**config.mk**
```make
export PLATFORM = sky130hd
export DESIGN_NAME = execute_mem_dcache_refill_flat
export DESIGN_NICKNAME = d
export VERILOG_FILES = /design/src/rtl/execute_mem_dcache_refill_if.sv /design/src/rtl/execute_mem_dcache_refill.sv /design/src/flat_wrapper.sv
export SDC_FILE = /design/constraint.sdc
export NUM_CORES = 1
export LEC_CHECK = 0
export CORE_MARGIN = 1.5
export CORE_UTILIZATION = 28
export CTS_CLUSTER_DIAMETER = 200
export DETAILED_ROUTE_END_ITERATION = 8
export GPL_TIMING_DRIVEN = 0
export PLACE_DENSITY_LB_ADDON = 0.1
export SYNTH_ARGS = -nofsm -noshare
export SYNTH_HDL_FRONTEND = slang
export SYNTH_SLANG_ARGS = --single-unit
export TNS_END_PERCENT = 1
```
**constraint.sdc**
```tcl
create_clock -name clk -period 1.4 [get_ports clk]
set_clock_uncertainty 0.1 [all_clocks]
set_input_delay 0.21 -clock clk [delete_from_list [all_inputs] [get_ports clk]]
set_output_delay 0.21 -clock clk [all_outputs]
set_load 0.02 [all_outputs]
```
**src/rtl/execute_mem_dcache_refill_if.sv**
```systemverilog
// Bundle between the refill engine, LSU miss logic, AXI read master and cache update ports.
// master = refill engine side, slave = surrounding environment.
interface execute_mem_dcache_refill_if;
  logic        req_valid;
  logic [31:0] req_addr;
  logic        req_ready;
  logic        busy_valid;
  logic [26:0] busy_line;
  logic        m_arvalid;
  logic        m_arready;
  logic [31:0] m_araddr;
  logic [7:0]  m_arlen;
  logic [2:0]  m_arsize;
  logic [1:0]  m_arburst;
  logic        m_rvalid;
  logic        m_rready;
  logic [31:0] m_rdata;
  logic [1:0]  m_rresp;
  logic        m_rlast;
  logic        update_tag_en;
  logic [31:0] update_tag_addr;
  logic        update_tag_valid;
  logic        update_data_valid;
  logic [31:0] update_data_addr;
  logic [3:0]  update_data_strb;
  logic [31:0] update_data;
  logic        update_data_ready;
  logic        done_valid;
  logic        done_err;

  modport master (
    input  req_valid, req_addr, m_arready, m_rvalid, m_rdata, m_rresp, m_rlast,
           update_data_ready,
    output req_ready, busy_valid, busy_line, m_arvalid, m_araddr, m_arlen, m_arsize,
           m_arburst, m_rready, update_tag_en, update_tag_addr, update_tag_valid,
           update_data_valid, update_data_addr, update_data_strb, update_data,
           done_valid, done_err
  );

  modport slave (
    output req_valid, req_addr, m_arready, m_rvalid, m_rdata, m_rresp, m_rlast,
           update_data_ready,
    input  req_ready, busy_valid, busy_line, m_arvalid, m_araddr, m_arlen, m_arsize,
           m_arburst, m_rready, update_tag_en, update_tag_addr, update_tag_valid,
           update_data_valid, update_data_addr, update_data_strb, update_data,
           done_valid, done_err
  );
endinterface

```
**src/rtl/execute_mem_dcache_refill.sv**
```systemverilog
// D-cache line refill: invalidate tag, 8-beat AXI read burst streamed into the data array, write tag.
// Minimum 13 cycles per line; update_data_ready low stalls the R channel one cycle per cycle low.
module execute_mem_dcache_refill (
  input  logic                               clk,
  input  logic                               resetn,
  execute_mem_dcache_refill_if.master        bus
);

  typedef enum logic [2:0] {
    S_IDLE,
    S_INV,
    S_AR,
    S_R,
    S_TAG,
    S_DONE
  } state_e;

  state_e      state_q, state_d;
  logic [26:0] line_q, line_d;
  logic [2:0]  beat_q, beat_d;
  logic        err_q, err_d;
  logic        beat_xfer;
  logic        resp_err;

  always_ff @(posedge clk) begin
    if (!resetn) begin
      state_q <= S_IDLE;
      line_q  <= '0;
      beat_q  <= '0;
      err_q   <= 1'b0;
    end else begin
      state_q <= state_d;
      line_q  <= line_d;
      beat_q  <= beat_d;
      err_q   <= err_d;
    end
  end

  assign beat_xfer = (state_q == S_R) && bus.m_rvalid && bus.update_data_ready;
  assign resp_err  = bus.m_rresp inside {2'b10, 2'b11};

  always_comb begin
    state_d                = state_q;
    line_d                 = line_q;
    beat_d                 = beat_q;
    err_d                  = err_q;
    bus.req_ready          = 1'b0;
    bus.m_arvalid          = 1'b0;
    bus.m_rready           = 1'b0;
    bus.update_tag_en      = 1'b0;
    bus.update_tag_valid   = 1'b0;
    bus.update_data_valid  = 1'b0;
    bus.update_data        = '0;
    bus.done_valid         = 1'b0;
    bus.done_err           = 1'b0;

    case (state_q)
      S_IDLE: begin
        bus.req_ready = 1'b1;
        if (bus.req_valid) begin
          line_d  = 27'(bus.req_addr >> 5);
          beat_d  = '0;
          err_d   = 1'b0;
          state_d = S_INV;
        end
      end
      S_INV: begin
        // Kill the tag before any data lands so the line cannot hit mid-refill.
        bus.update_tag_en = 1'b1;
        state_d           = S_AR;
      end
      S_AR: begin
        bus.m_arvalid = 1'b1;
        if (bus.m_arready) state_d = S_AR == S_AR ? S_R : S_AR;
      end
      S_R: begin
        bus.m_rready          = bus.update_data_ready;
        bus.update_data_valid = bus.m_rvalid;
        bus.update_data       = bus.m_rdata;
        if (beat_xfer) begin
          beat_d = beat_q + 3'd1;
          if (resp_err || (bus.m_rlast && beat_q != 3'd7)) err_d = 1'b1;
          if (bus.m_rlast) state_d = S_TAG;
        end
      end
      S_TAG: begin
        bus.update_tag_en    = 1'b1;
        bus.update_tag_valid = ~err_q;
        state_d              = S_DONE;
      end
      S_DONE: begin
        bus.done_valid = 1'b1;
        bus.done_err   = err_q;
        state_d        = S_IDLE;
      end
      default: state_d = S_IDLE;
    endcase
  end

  assign bus.busy_valid       = (state_q != S_IDLE);
  assign bus.busy_line        = line_q;
  assign bus.m_araddr         = {line_q, 5'b0};
  assign bus.m_arlen          = 8'd7;
  assign bus.m_arsize         = 3'd2;
  assign bus.m_arburst        = 2'b01;
  assign bus.update_tag_addr  = {line_q, 5'b0};
  assign bus.update_data_addr = {line_q, beat_q, 2'b00};
  assign bus.update_data_strb = 4'hF;

endmodule

```
**src/flat_wrapper.sv**
```systemverilog
// flat-port wrapper written by rule: the top's interface ports become plain ports
module execute_mem_dcache_refill_flat 
  (clk, resetn, bus_req_valid, bus_req_addr, bus_m_arready, bus_m_rvalid, bus_m_rdata, bus_m_rresp, bus_m_rlast, bus_update_data_ready, bus_req_ready, bus_busy_valid, bus_busy_line, bus_m_arvalid, bus_m_araddr, bus_m_arlen, bus_m_arsize, bus_m_arburst, bus_m_rready, bus_update_tag_en, bus_update_tag_addr, bus_update_tag_valid, bus_update_data_valid, bus_update_data_addr, bus_update_data_strb, bus_update_data, bus_done_valid, bus_done_err);
  execute_mem_dcache_refill_if bus_i ();
  input  logic clk;
  input  logic resetn;
  input wire logic [$bits(bus_i.req_valid)-1:0] bus_req_valid;
  input wire logic [$bits(bus_i.req_addr)-1:0] bus_req_addr;
  input wire logic [$bits(bus_i.m_arready)-1:0] bus_m_arready;
  input wire logic [$bits(bus_i.m_rvalid)-1:0] bus_m_rvalid;
  input wire logic [$bits(bus_i.m_rdata)-1:0] bus_m_rdata;
  input wire logic [$bits(bus_i.m_rresp)-1:0] bus_m_rresp;
  input wire logic [$bits(bus_i.m_rlast)-1:0] bus_m_rlast;
  input wire logic [$bits(bus_i.update_data_ready)-1:0] bus_update_data_ready;
  output wire logic [$bits(bus_i.req_ready)-1:0] bus_req_ready;
  output wire logic [$bits(bus_i.busy_valid)-1:0] bus_busy_valid;
  output wire logic [$bits(bus_i.busy_line)-1:0] bus_busy_line;
  output wire logic [$bits(bus_i.m_arvalid)-1:0] bus_m_arvalid;
  output wire logic [$bits(bus_i.m_araddr)-1:0] bus_m_araddr;
  output wire logic [$bits(bus_i.m_arlen)-1:0] bus_m_arlen;
  output wire logic [$bits(bus_i.m_arsize)-1:0] bus_m_arsize;
  output wire logic [$bits(bus_i.m_arburst)-1:0] bus_m_arburst;
  output wire logic [$bits(bus_i.m_rready)-1:0] bus_m_rready;
  output wire logic [$bits(bus_i.update_tag_en)-1:0] bus_update_tag_en;
  output wire logic [$bits(bus_i.update_tag_addr)-1:0] bus_update_tag_addr;
  output wire logic [$bits(bus_i.update_tag_valid)-1:0] bus_update_tag_valid;
  output wire logic [$bits(bus_i.update_data_valid)-1:0] bus_update_data_valid;
  output wire logic [$bits(bus_i.update_data_addr)-1:0] bus_update_data_addr;
  output wire logic [$bits(bus_i.update_data_strb)-1:0] bus_update_data_strb;
  output wire logic [$bits(bus_i.update_data)-1:0] bus_update_data;
  output wire logic [$bits(bus_i.done_valid)-1:0] bus_done_valid;
  output wire logic [$bits(bus_i.done_err)-1:0] bus_done_err;
  assign bus_i.req_valid = bus_req_valid;
  assign bus_i.req_addr = bus_req_addr;
  assign bus_i.m_arready = bus_m_arready;
  assign bus_i.m_rvalid = bus_m_rvalid;
  assign bus_i.m_rdata = bus_m_rdata;
  assign bus_i.m_rresp = bus_m_rresp;
  assign bus_i.m_rlast = bus_m_rlast;
  assign bus_i.update_data_ready = bus_update_data_ready;
  assign bus_req_ready = bus_i.req_ready;
  assign bus_busy_valid = bus_i.busy_valid;
  assign bus_busy_line = bus_i.busy_line;
  assign bus_m_arvalid = bus_i.m_arvalid;
  assign bus_m_araddr = bus_i.m_araddr;
  assign bus_m_arlen = bus_i.m_arlen;
  assign bus_m_arsize = bus_i.m_arsize;
  assign bus_m_arburst = bus_i.m_arburst;
  assign bus_m_rready = bus_i.m_rready;
  assign bus_update_tag_en = bus_i.update_tag_en;
  assign bus_update_tag_addr = bus_i.update_tag_addr;
  assign bus_update_tag_valid = bus_i.update_tag_valid;
  assign bus_update_data_valid = bus_i.update_data_valid;
  assign bus_update_data_addr = bus_i.update_data_addr;
  assign bus_update_data_strb = bus_i.update_data_strb;
  assign bus_update_data = bus_i.update_data;
  assign bus_done_valid = bus_i.done_valid;
  assign bus_done_err = bus_i.done_err;
  execute_mem_dcache_refill u_core (.clk(clk), .resetn(resetn), .bus(bus_i));
endmodule
```
==> reports/qor.yml <==
drt_pass1_iterations: 4
fp.dieH_um: 100
io_buffer_count: 217
start_util_pct: 28.8
hold_start: "resetn"
rows: 35
die_w_um: 100
layout.nets: 650
period_minus_slack_ns: 1.74
synth_sequential_area_ratio_pct: 25.7
crit_fanout: 6
antenna_left: 0
htreeDepth: 2
grt-ovfl-total: 0
place_ws_ns: -0.901
wl_per_cell_um: 11.7
power.total_mw: 3.51
rsz0062_at_grt: "yes"
area_growth_pct: 91.5
final_core_util_pct: 55.2
tightest_slew_ns: 0.601
stdcell_count: 687
drive_above_1_share_pct: 59.0
critPathCaptureType: "output port"
syn_avg_cell_area_um2: 8.29
ys_warn_count: 0
layout_commonest_cell: "buf_4"
clock-sinks: 34
dpl.cell_count: 675
io_pins: 254
dpl.hpwl_mm: 6.67
maxSlewHeadroom_pct: 59.8
place.gp.congestion: 0.739
clockBufferDepth: 2
dieArea_um2: 10100
final_area_um2: 5080
maxSlewViolCount: 0
cts-buffers-inserted: 5
grt_start_max_net_pins: 12
placed_area_um2: 5100
worstSetupPathType: "flop to output port"
num_antenna_cells: 0
fillCellCount: 920
viasPerCell: 3.92
fin_crit_sh_pct: 124
clock_latency_ns: 0.28
cts_tree: "yes"
yosysTopAreaCell: "buf_4"
rr_startpoint: "u_core.state_q[2]"
grt_pass1_vias: 2514
cellLeakagePower_nw: 2.61
synth-seq-cells: 34
arrival_ns: 1.43
core_um2: 9200
finalHoldViolations: 0
synth_top_area_share_pct: 31.1
antenna_found_initial: 0
track_usage_pct: 15.1
violations: "negative setup slack"
finalSetupViolations: 64
ys_types: 32
fmax_mhz: 574
ys.flop_type: "dfxtp_1"
route.detailed.drc: 0
fin_setup_tns_ns: -14.33
register_area_um2: 698
multi_input_area_um2: 1220
wirelength_mm: 8.03
clockRootBuffer: "clkbuf_8"
maxCapViolations: 0
synth-edff-count: 0
asyncSetResetFlopFracSynth_pct: 0
fin_ws_ns: -0.342
fin_hold_ws_ns: 0.277
worstSetupStartpoint: "u_core.state_q[2]"
syn-cell-area_um2: 2650
synth_cells: 320
crit_required_ns: 1.09
ir_drop_uv: 328
status: "finished with violations"
dr.first_iter.drc_count: 30
postCtsHoldBufs: 0
synth_area_leaders: "buf_4 31%, dfxtp_1 26%, and2_1 8.3%"
min_path_type: "primary input to flop"
grt_pass1_wl_mm: 12.2
start_kind: "flop"
clkTransAtPathRegs_ns: 0.07
vias: 2690
layout_common_cells: "204 x buf_4, 64 x clkdlybuf4s50_1, 41 x nand2_1"
powerDensity_nw_per_um2: 691
==> worst max-delay path: stages (launching register included) <==
cell and delay, ns:
dfxtp_4 0.36, and3b_2 0.28, buf_8 0.14, buf_8 0.11, and2_4 0.13, buf_6 0.11
==> synthesized netlist by cell type (2+ instances only) <==
cell type	instances
or3_1	2
dfxtp_1	34
nand2_2	20
ha_1	2
clkbuf_1	7
a21boi_1	10
buf_6	3
a21boi_2	19
conb_1	2
mux2i_1	4
and2_1	35
nand3_1	3
buf_2	5
nor2b_1	2
nor2_1	6
nand2_1	41
buf_4	110
==> power breakdown <==
| part | internal [mW] | switching (mW) | total, mW |
|---|---|---|---|
| clock network | 0.395 | 0.351 | 0.746 |
| logic | 0.876 | 0.763 | 1.64 |
| registers | 1.03 | 0.0868 | 1.12 |
| total | 2.30 | 1.20 | 3.51 |
==> flip-flops by register name, summed over array words and instances (netlist names) <==
signal / flops
u_core.bus.busy_line: 27
u_core.err_q: 1
u_core.beat_q: 3
u_core.state_q: 3
==> logic make-up after synthesis <==
kind of cell | synth area share (%)
XOR/XNOR | 0.330
multiplexers | 1.51
buffers and inverters | 34.6
adder cells (fa/ha/maj) | 0.944
AND/OR/NAND/NOR | 24.2
other | 0.283
flip-flops | 25.7
AO/OA/AOI/OAI | 12.4
==> routing by layer <==
metal	up-vias	track usage (%)	wire length, um	share of wire, %
met5	-	0	0	0
met4	0	4.23	71	0.88
met3	4	5.29	827	10
met2	142	28.6	4210	52
met1	1167	15.6	2920	36
li1	1377	-	-	-
==> path summary, 6_finish.rpt <==
kind / endpoint / slack (ns) / cells after the start
worst min-delay path: u_core.state_q[2] / 0.28 / 2
worst max register to register: u_core.bus.busy_line[0] / -0.14 / 4
worst min register to register: u_core.beat_q[2] / 0.37 / 2
worst max-delay path: bus_update_data[23] / -0.34 / 5
==> final cells by class <==
type,instances,share of cell area (%)
Tap cell,111,2.74
Timing Repair Buffer,221,38.0
Sequential cell,34,13.8
Multi-Input combinational cell,186,24.1
Clock buffer,6,1.63
Clock inverter,2,0.246
Inverter,1,0.0739
Buffer,126,19.4
==> repair_timing <==
item	4_1_cts	5_1_grt
pin swaps	20	4
gates resized for setup	370	48
endpoints found under the setup margin	183	91
buffers inserted	1	0
gates cloned	3	0
Power figures use the tool's default switching activity.
